`config.mk`:
```
export PLATFORM = sky130hd
export DESIGN_NAME = vga_scanout
export DESIGN_NICKNAME = d
export VERILOG_FILES = /design/src/rtl/vga_scanout.sv
export SDC_FILE = /design/constraint.sdc
export NUM_CORES = 1
export LEC_CHECK = 0
export ABC_CLOCK_PERIOD_IN_PS = 1550
export BUFFER_PORTS_ARGS = -buffer_cell sky130_fd_sc_hd__buf_2
export CELL_PAD_IN_SITES_DETAIL_PLACEMENT = 1
export CELL_PAD_IN_SITES_GLOBAL_PLACEMENT = 1
export CORE_AREA = 10 10 89 91
export CTS_CLUSTER_DIAMETER = 30
export CTS_CLUSTER_SIZE = 8
export DETAILED_ROUTE_END_ITERATION = 16
export DIE_AREA = 0 0 99 101
export GPL_ROUTABILITY_DRIVEN = 0
export MAX_ROUTING_LAYER = met4
export PLACE_DENSITY = 0.73
export SLEW_MARGIN = 20
export SYNTH_ARGS = -nofsm -noshare
export SYNTH_HDL_FRONTEND = slang
export SYNTH_SLANG_ARGS = --single-unit
```
`constraint.sdc`:
```
create_clock -name CLOCK_50 -period 1.55 [get_ports CLOCK_50]
set_clock_uncertainty 0.05 [all_clocks]
set_input_delay 0.155 -clock CLOCK_50 [delete_from_list [all_inputs] [get_ports CLOCK_50]]
set_output_delay 0.155 -clock CLOCK_50 [all_outputs]
set_load 0.1 [all_outputs]
```
`src/rtl/vga_scanout.sv`:
```
// vga_scanout: raster scan-out stage for the 320x240 RGB332 framebuffer.
// It generates 640x480@60 VGA timing from CLOCK_50 using a divide-by-2
// pixel enable, and issues framebuffer read coordinates in 640x480 space.
// The returned RGB332 pixel is expanded to 24-bit colour, aligned with sync
// and blank.
//
// Ports:
//   CLOCK_50     in   system clock, 50 MHz
//   reset        in   asynchronous active-low reset
//   pixel_in     in   RGB332 read data, valid 1 CLOCK_50 cycle after read_x/read_y
//   read_x       out  framebuffer read column, 0 outside the visible area
//   read_y       out  framebuffer read row, 0 outside the visible area
//   VGA_CLK      out  25 MHz pixel clock; rises mid-pixel
//   VGA_HS       out  horizontal sync, active low
//   VGA_VS       out  vertical sync, active low
//   VGA_BLANK_N  out  high during visible pixels
//   VGA_SYNC_N   out  tied low
//   VGA_R/G/B    out  8-bit colour to the DAC
//   vblank       out  high while the line counter is in vertical blanking
//   frame_start  out  one-cycle pulse after the counters wrap to (0,0)
module vga_scanout #(
    parameter int unsigned H_ACTIVE = 640,
    parameter int unsigned H_FP     = 16,
    parameter int unsigned H_SYNC   = 96,
    parameter int unsigned H_BP     = 48,
    parameter int unsigned V_ACTIVE = 480,
    parameter int unsigned V_FP     = 10,
    parameter int unsigned V_SYNC   = 2,
    parameter int unsigned V_BP     = 33
) (
    input  logic        CLOCK_50,
    input  logic        reset,
    input  logic [7:0]  pixel_in,
    output logic [10:0] read_x,
    output logic [10:0] read_y,
    output logic        VGA_CLK,
    output logic        VGA_HS,
    output logic        VGA_VS,
    output logic        VGA_BLANK_N,
    output logic        VGA_SYNC_N,
    output logic [7:0]  VGA_R,
    output logic [7:0]  VGA_G,
    output logic [7:0]  VGA_B,
    output logic        vblank,
    output logic        frame_start
);

    localparam int unsigned CW      = 11;
    localparam int unsigned H_TOTAL = H_ACTIVE + H_FP + H_SYNC + H_BP;
    localparam int unsigned V_TOTAL = V_ACTIVE + V_FP + V_SYNC + V_BP;

    localparam logic [CW-1:0] H_LAST     = CW'(H_TOTAL - 1);
    localparam logic [CW-1:0] V_LAST     = CW'(V_TOTAL - 1);
    localparam logic [CW-1:0] H_VIS      = CW'(H_ACTIVE);
    localparam logic [CW-1:0] V_VIS      = CW'(V_ACTIVE);
    localparam logic [CW-1:0] HS_START   = CW'(H_ACTIVE + H_FP);
    localparam logic [CW-1:0] HS_END     = CW'(H_ACTIVE + H_FP + H_SYNC);
    localparam logic [CW-1:0] VS_START   = CW'(V_ACTIVE + V_FP);
    localparam logic [CW-1:0] VS_END     = CW'(V_ACTIVE + V_FP + V_SYNC);

    logic          pix_en;
    logic [CW-1:0] h_count;
    logic [CW-1:0] v_count;
    logic [CW-1:0] h_next;
    logic [CW-1:0] v_next;
    logic          h_wrap;
    logic          v_wrap;
    logic          active;
    logic          hs_raw;
    logic          vs_raw;
    logic [23:0]   rgb_c;

    // RGB332 to RGB888 by bit replication so full-scale maps to 0xFF.
    function automatic logic [23:0] expand(input logic [7:0] p);
        logic [2:0] r;
        logic [2:0] g;
        logic [1:0] b;
        r = p[7:5];
        g = p[4:2];
        b = p[1:0];
        return {r, r, r[2:1], g, g, g[2:1], b, b, b, b};
    endfunction

    // Counter next-state, sync decode and read address decode.
    always_comb begin
        h_wrap = (h_count == H_LAST);
        v_wrap = (v_count == V_LAST);
        h_next = h_wrap ? '0 : h_count + CW'(1);
        v_next = v_count;
        if (h_wrap) begin
            v_next = v_wrap ? '0 : v_count + CW'(1);
        end
        active = (h_count < H_VIS) && (v_count < V_VIS);
        hs_raw = !((h_count >= HS_START) && (h_count < HS_END));
        vs_raw = !((v_count >= VS_START) && (v_count < VS_END));
        rgb_c  = active ? expand(pixel_in) : 24'h0;
    end

    assign read_x     = active ? h_count : '0;
    assign read_y     = active ? v_count : '0;
    assign vblank     = (v_count >= V_VIS);
    assign VGA_CLK    = pix_en;
    assign VGA_SYNC_N = 1'b0;

    // Pixel enable, raster counters and the one-pixel-delayed output stage.
    always_ff @(posedge CLOCK_50 or negedge reset) begin
        if (!reset) begin
            pix_en      <= 1'b0;
            h_count     <= '0;
            v_count     <= '0;
            VGA_HS      <= 1'b1;
            VGA_VS      <= 1'b1;
            VGA_BLANK_N <= 1'b0;
            VGA_R       <= 8'h00;
            VGA_G       <= 8'h00;
            VGA_B       <= 8'h00;
            frame_start <= 1'b0;
        end else begin
            pix_en      <= !pix_en;
            frame_start <= pix_en && h_wrap && v_wrap;
            if (pix_en) begin
                h_count     <= h_next;
                v_count     <= v_next;
                VGA_HS      <= hs_raw;
                VGA_VS      <= vs_raw;
                VGA_BLANK_N <= active;
                VGA_R       <= rgb_c[23:16];
                VGA_G       <= rgb_c[15:8];
                VGA_B       <= rgb_c[7:0];
            end
        end
    end

endmodule
```
==> impl_results.md <==
* Tightest Hold Check Type: in2reg
* Netlist Area Pre-Place at 2090 um^2
* TritonCTS Sinks at 35
* Routed vias/inst at 5.18
* Seq cells post-synth at 35
* CP Data Required Time at 1.34 ns
* Hold path startpoint: pixel_in[7]
* ANT nets after route at 0
* Seq/Total Area, Yosys at 0.420
* I/O Buffers at 58
* Starting Density at 0.337
* Gr usage total at 0.155
* Nets at 328
* Final min period at 1.95 ns
* Critical Path Sink Type: output pin
* PwrDens at 673 nW/um^2
* Final Util at 0.558
* CTS tree: done
* Post-DP Area at 2990 um^2
* Total number of yosys warnings at 0
* Register clock-pin slew on the reported worst setup and hold paths at 0.08 ns
* Syn_area_per_cell at 9.64 um^2
* Final Hold Viols at 0
* Netlist cell types at 41
* Std cell rows at 29
* CTS H-tree depth at 2
* Violated checks: negative setup slack
* Global-route wire length before repair at 12,000 um
* DRT iter0 DRCs at 48
* Die area at 10000 um^2
* Power, Total at 2.33 mW
* # Max-Cap Violations at 0
* Reg-to-reg setup timing slack at -0.15 ns
* Reg2reg path depth at 7
* Syn Inst Count at 217
* Proportion of layout cells with a drive suffix above 1 at 0.571
* Post-route cell area at 3460 um^2
* Hold endpoint: VGA_R[4]
* Main synth FF type: dfrtp_1
* Worst skew pair latency at 0.30 ns
* Final Max Tran Viols at 0
* Post-synth EDFFs at 0
* Largest net degree at the start of global routing at 36
* Max VDD drop at 0.553 mV
* Fin crit share at 1.26
* R2r startpoint: v_count[8]
* Die X at 99 um
* Max Clock Freq at 513 MHz
* Wire per inst at 20.1 um
* # DRC at 0
* Unrepaired setup endpoints after global routing: yes
* Crit path DAT at 1.74 ns
* Via count at 2,032
* # setup viols final at 30
* Async SR Flop Fraction at 1.00
* Dpl hpwl at 5090 um
* First-pass detailed-route iteration total at 4
* Startpoint types: register
* Area growth syn-to-layout at 65.6%
* Reg-to-Reg End: v_count[3]
* Vias in the first global route at 2,207
* Crit-path max FO at 9
* Die Y at 101 um
* Hold Path Cell Cnt at 3
* Lkg Pwr at 1.60 nW
* Io pins at 63
* CTS Buf Count at 5
* Routed wire length at 7870 um
* # diodes at 0
* Critical path type: reg2out
* Initial antenna violation count at 0
* Max Buffers Root-to-Sink at 2
* Status: complete, but fails checks
* Smallest setup slack after layout at -0.398 ns
* CTS root buffer: clkbuf_8
* Setup TNS at -7.69 ns
* Core area at 6200 um^2
* Global route total overflow at 0
[cells in the mapped netlist, types with 2 or more instances]
cell,n,area share
dfstp_2,2,0.025
inv_1,6,0.011
and2_1,18,0.054
buf_2,3,0.0072
o2bb2ai_1,8,0.033
and3_1,5,0.015
buf_4,21,0.075
mux2i_1,3,0.014
xor2_1,3,0.013
ha_1,4,0.024
buf_6,3,0.016
nand4b_1,3,0.013
a31oi_1,4,0.012
nand4_1,8,0.024
xnor2_1,7,0.029
and4_1,4,0.017
nand2_1,22,0.039
nor4b_2,2,0.014
o21ai_1,3,0.0072
a21oi_1,4,0.0096
o21ai_0,9,0.022
and4_4,2,0.011
nor2_1,8,0.014
nand3_1,12,0.029
clkbuf_1,3,0.0054
nor3_1,3,0.0072
dfrtp_1,33,0.39
[layout by cell type, fill, tap and decap left out, types with 5 or more instances in the layout]
cell	synthesis	layout
o2bb2ai_1	8	8
dfrtp_2	0	8
and2_4	0	15
xnor2_1	7	7
buf_12	0	23
clkbuf_8	0	5
buf_2	3	37
nor2_4	0	5
nand2_1	22	20
nand3_1	12	10
buf_4	21	45
buf_6	3	11
inv_1	6	6
o21ai_1	3	7
dfrtp_1	33	24
nand4_1	8	8
[layout make-up]
class,instances,area [um^2]
clock buffer,5,68.8
clock inverter,3,67.6
fill,681,2740
inverter,6,22.5
multi-input combinational,148,1180
sequential,35,892
tap,77,96.3
timing repair buffer,118,1130
[layer usage]
| metal | GRT usage | part of all wire | wire length [um] | vias to the layer above |
|---|---|---|---|---|
| met5 | - | 0 | 0 | - |
| met4 | 0.0573 | 0.024 | 190 | 0 |
| met3 | 0.0350 | 0.038 | 301 | 17 |
| met2 | 0.293 | 0.57 | 4460 | 47 |
| met1 | 0.151 | 0.37 | 2910 | 1039 |
| li1 | - | - | - | 929 |
[stage by stage]
stage,instances,hold WS [ns],setup slack [ns]
after detailed placement,364,0.0867,-0.158
after global placement,364,0.0832,-0.154
after floorplan,220,-0.191,-0.372
after CTS,387,0.0206,-0.345
after global routing,392,0.0257,-0.465
final,392,0.0244,-0.398
[cells by family after synthesis]
| family | synth area share |
|---|---|
| compound gates | 0.0915 |
| xor+xnor | 0.0419 |
| fa+ha+maj | 0.0239 |
| buf+inv | 0.119 |
| flops | 0.420 |
| mux | 0.0144 |
| other cells | 0.00179 |
| simple gates | 0.288 |
[sequential cells by signal, summed over array words and instances, names as in the netlist]
| signal | cells |
|---|---|
| h_count | 11 |
| v_count | 11 |
| VGA_G | 3 |
| VGA_R | 3 |
| VGA_B | 2 |
| VGA_BLANK_N | 1 |
| VGA_CLK | 1 |
| VGA_HS | 1 |
| VGA_VS | 1 |
| frame_start | 1 |
[where the power goes]
part	leakage [nW]	internal, mW	switching (mW)	total, mW
clock network	0.0644	0.642	0.387	1.03
registers	0.435	0.924	0.00961	0.934
logic	1.10	0.0407	0.327	0.368
[critical path: stages (launching register included)]
cell,delay (ns)
dfrtp_1,0.40
nand4_1,0.19
nand2_4,0.08
nor3b_4,0.26
buf_6,0.17
and2_4,0.16
buf_12,0.17
[how the worst max path moves through the flow]
| stage | from | end | slack (ns) | cells after the start |
|---|---|---|---|---|
| global placement | v_count[10] | read_y[2] | -0.15 | 6 |
| global route | v_count[8] | read_y[5] | -0.47 | 6 |
| floorplan | v_count[6] | read_x[8] | -0.37 | 6 |
| CTS | v_count[8] | read_x[7] | -0.35 | 6 |
| detailed placement | v_count[10] | read_x[7] | -0.16 | 6 |
| finish | v_count[8] | read_y[5] | -0.40 | 6 |
[what timing repair did]
| item | in CTS | in global routing |
|---|---|---|
| gates resized for setup | 25 | 25 |
| hold buffers | 1 | 0 |
| buffers inserted | 14 | 8 |
| endpoints found under the setup margin | 32 | 47 |
| hold endpoints to repair | 35 | 0 |
| pin swaps | 19 | 13 |
| gates cloned | 1 | 0 |
Note: power is estimated with default switching activity, not from simulation.
